$ cat config.mk
export PLATFORM = sky130hd
export DESIGN_NAME = alu_pipe
export DESIGN_NICKNAME = d
export VERILOG_FILES = /design/src/rtl/alu_pipe.sv
export SDC_FILE = /design/constraint.sdc
export NUM_CORES = 1
export LEC_CHECK = 0
export CORE_MARGIN = 2
export CORE_UTILIZATION = 25
export CTS_BUF_LIST = sky130_fd_sc_hd__clkbuf_4 sky130_fd_sc_hd__clkbuf_8 sky130_fd_sc_hd__clkbuf_16
export DETAILED_ROUTE_END_ITERATION = 7
export HOLD_SLACK_MARGIN = 0.12
export PLACE_DENSITY = 0.56
export RECOVER_POWER = 25
export SETUP_SLACK_MARGIN = 0.2
export SLEW_MARGIN = 20
export SYNTH_ARGS = -nofsm -noshare
export SYNTH_HDL_FRONTEND = slang
export SYNTH_SLANG_ARGS = --single-unit
$ cat constraint.sdc
create_clock -name clk -period 2.4 [get_ports clk]
set_clock_uncertainty 0.2 [all_clocks]
set_input_delay 0.24 -clock clk [delete_from_list [all_inputs] [get_ports clk]]
set_output_delay 0.24 -clock clk [all_outputs]
set_load 0.005 [all_outputs]
$ cat src/rtl/alu_pipe.sv
// alu_pipe: registered, width-generic ALU with valid/ready handshake
// and an internal accumulator; one transaction per cycle, 1-cycle latency.
module alu_pipe #(
  parameter int WIDTH = 4,
  parameter int SHW   = $clog2(WIDTH)
) (
  input  logic             clk,
  input  logic             rst,
  input  logic             in_valid,
  output logic             in_ready,
  input  logic [3:0]       op,
  input  logic [WIDTH-1:0] a,
  input  logic [WIDTH-1:0] b,
  output logic             out_valid,
  input  logic             out_ready,
  output logic [WIDTH-1:0] result,
  output logic             carry,
  output logic             zero,
  output logic [WIDTH-1:0] acc
);

  localparam logic [3:0] OP_XOR = 4'd0;
  localparam logic [3:0] OP_ADD = 4'd1;
  localparam logic [3:0] OP_SUB = 4'd2;
  localparam logic [3:0] OP_PAS = 4'd3;
  localparam logic [3:0] OP_SHR = 4'd4;
  localparam logic [3:0] OP_SHL = 4'd5;
  localparam logic [3:0] OP_ACA = 4'd6;
  localparam logic [3:0] OP_ACC = 4'd7;

  logic             accept;
  logic [WIDTH:0]   sum;
  logic [WIDTH:0]   diff;
  logic [WIDTH:0]   asum;
  logic [31:0]      sh;
  logic             sh_big;
  logic [WIDTH-1:0] res_n;
  logic             carry_n;
  logic [WIDTH-1:0] acc_n;

  // One-entry output register: free when empty or being drained.
  assign in_ready = !out_valid || out_ready;
  assign accept   = in_valid && in_ready;

  assign sum  = {1'b0, a} + {1'b0, b};
  assign diff = {1'b0, a} - {1'b0, b};
  assign asum = {1'b0, acc} + {1'b0, a};

  // Out-of-range shift amounts only occur for non-power-of-two widths.
  assign sh     = {{(32-SHW){1'b0}}, b[SHW-1:0]};
  assign sh_big = (sh >= 32'(WIDTH));

  // Next result, carry and accumulator for the offered transaction.
  always_comb begin
    res_n   = '0;
    carry_n = 1'b0;
    acc_n   = acc;
    case (op)
      OP_XOR: res_n = a ^ b;
      OP_ADD: begin
        res_n   = sum[WIDTH-1:0];
        carry_n = sum[WIDTH];
      end
      OP_SUB: begin
        res_n   = diff[WIDTH-1:0];
        carry_n = diff[WIDTH];
      end
      OP_PAS: res_n = a;
      OP_SHR: res_n = sh_big ? '0 : (a >> sh);
      OP_SHL: res_n = sh_big ? '0 : (a << sh);
      OP_ACA: begin
        acc_n   = asum[WIDTH-1:0];
        res_n   = asum[WIDTH-1:0];
        carry_n = asum[WIDTH];
      end
      OP_ACC: acc_n = '0;
      default: begin
        res_n   = '0;
        carry_n = 1'b0;
      end
    endcase
  end

  // Output register and accumulator; drain clears valid, data holds.
  always_ff @(posedge clk or posedge rst) begin
    if (rst) begin
      out_valid <= 1'b0;
      result    <= '0;
      carry     <= 1'b0;
      zero      <= 1'b0;
      acc       <= '0;
    end else if (accept) begin
      out_valid <= 1'b1;
      result    <= res_n;
      carry     <= carry_n;
      zero      <= (res_n == '0);
      acc       <= acc_n;
    end else if (out_valid && out_ready) begin
      out_valid <= 1'b0;
    end
  end

endmodule

==> impl_metrics.toml <==
[run_status]
status = "complete, no violations"

[synthesis]
syn_area_per_cell_um2 = 8.55
syn_nets = 175
syn_inst = 143
synth_edf_count = 0
synth-seq-cells = 11
synth.distinct_cells = 43
yosys_most_used_dff = "dfrtp_1"
yosysWarningCount = 0
synthArstFlopShare_pct = 100
ys_seq_area_share_pct = 22.5
synth_area_mm2 = 0.00122

[layout]
final_common_cell = "buf_4"
n_antenna_cell = 0
area_growth_pct = 55.2
drive_gt1_share_pct = 29.6
fin_nets = 229
nFillCells = 489
multi_input_area_um2 = 946
final_cell_mix = "27 x buf_4, 18 x clkdlybuf4s50_1, 16 x nand2_1, 11 x dfrtp_1"
register_area_um2 = 275

[floorplan]
num_rows = 25
die_area_mm2 = 0.00546
die_width_um = 73.9
initial_core_util_pct = 25.9
core_mm2 = 0.00472
die_y_um = 73.9
ios = 28

[worst_setup_path]
arrival_ns = 2.21
cp-start-kind = "flop"
critical_path_class = "flop to flop"
worst_setup_path_end_kind = "flop"
worst-path-max-fanout = 2
required_ns = 2.34

[sta]
rsz0062_at_grt = "yes"
relSlewSlack_pct = 70.7
hold_viol = 0
finalSetupViolations = 0
finalSetupTns_ns = 0
tightest_slew_ns = 0.439
max_freq_mhz = 440
holdWs_ns = 0.243
period_share_pct = 94.8
layout_min_cycle_time_ns = 2.27
slew_viol_final = 0

[placement]
hpwl_um = 2850
gp_congestion = 0.869
port_buffers = 27

[power]
p_per_area_mw_per_mm2 = 525
p_leak_nw = 0.883
ir_worst_vdd_uv = 457

[cts]
cts_tree = "yes"
clk_pin_slew_worst_paths_ns = 0.05
clk_latency_ns = 0.23
cts_buffers = 3
ctsHoldBuffers = 0
clockBufferDepth = 2
numClockSinks = 11
h-tree-depth = 1
ctsRootBufferMaster = "clkbuf_8"

[global_route]
grt_overflow = 0
grtUsageTotal_pct = 13.5
grt_max_degree = 17
grt_first_pass_wirelength_um = 5680
antenna_found_initial = 0
grt_pass1_vias = 1215

[route]
num_vias = 1225
drtIter0Drc = 89
vias_per_cell = 4.66
drc = 0
drt-wirelength-per-cell_um = 13.4
firstDrtPassIters = 4
routed_wl_um = 3520
final_antenna_net_count = 0

[min_path]
hp-class = "input pin to async pin"

[job]
cap_violations = 0
## per-layer routing
metal / vias to the layer above / share of wire [%] / routed length (um) / global-route usage (%)
met4: 0 / 1.4 / 51 / 3.23
met2: 32 / 44 / 1550 / 20.6
met5: - / 0 / 0 / 0
met1: 571 / 50 / 1740 / 19.3
met3: 6 / 5.1 / 178 / 3.02
li1: 616 / - / - / -
## critical path: stages (launching register included)
cell     delay (ns)
dfrtp_1        0.42
ha_4           0.20
fa_2           0.46
mux2i_1        0.15
nor2_1         0.05
a31oi_1        0.13
o22ai_1        0.09
a211o_1        0.28
o41ai_2        0.19
## where the power goes
group | internal [mW] | total [mW] | switching (mW)
clock | 0.128 | 0.197 | 0.0689
sequential | 0.227 | 0.260 | 0.0324
combinational | 0.316 | 0.540 | 0.224
## Yosys cell counts (4+ instances only)
| cell | number | area, um^2 |
|---|---|---|
| mux2_2 | 5 | 56.3 |
| a21oi_1 | 10 | 50.1 |
| nand2b_1 | 5 | 31.3 |
| ha_1 | 13 | 163 |
| inv_1 | 11 | 41.3 |
| dfrtp_1 | 11 | 275 |
| o21ai_0 | 5 | 25.0 |
| nand2_1 | 16 | 60.1 |
| nor2_1 | 9 | 33.8 |
| a21o_1 | 4 | 30.0 |
| buf_2 | 4 | 20.0 |
## flip-flops by register name, summed over array words and instances (netlist names)
register   flops
result         4
carry          1
acc            4
zero           1
out_valid      1
## logic make-up after synthesis
logic type | after synthesis | synth area share (%)
muxes | 8 | 8.09
buffers and inverters | 18 | 6.55
adders and majority gates | 16 | 18.2
AOI/OAI and AO/OA | 43 | 24.8
xor gates and xnor gates | 4 | 2.87
and+or+nand+nor | 43 | 17.0
DFF | 11 | 22.5
## cell type report
type                       count  share of cell area [%]
tap                           67                    4.42
multi-input combinational    114                    49.9
timing repair buffer          56                    26.5
sequential                    11                    14.5
inverter                      11                    2.18
clock buffer                   4                    2.57
## per-stage QoR
step	setup WS [ns]	util, %	area [um^2]	total power [mW]	std cells
floorplan	0.202	-	1230	0.505	143
global placement	-0.354	37.1	1750	0.746	256
detailed placement	-0.411	37.1	1750	0.745	256
CTS	0.0647	39.2	1850	0.984	261
global route	0.00297	40.2	1900	1.09	263
finish	0.125	40.2	1900	0.997	263
## timing repair
| item | in CTS | in global routing |
|---|---|---|
| setup endpoints to repair | 5 | 4 |
| setup buffers | 1 | 2 |
| gates resized for setup | 15 | 8 |
| pin swaps | 8 | 9 |
## final timing paths
path	depth (start not counted)	startpoint	endpoint	slack, ns
setup / recovery	8	acc[0]	zero	0.13
hold / removal	2	rst	carry	0.24
setup reg to reg	8	acc[0]	zero	0.13
hold reg to reg	2	zero	zero	0.30
max in group asynchronous	2	rst	zero	1.46
min in group clk	2	zero	zero	0.30
Power figures use the tool's default switching activity.
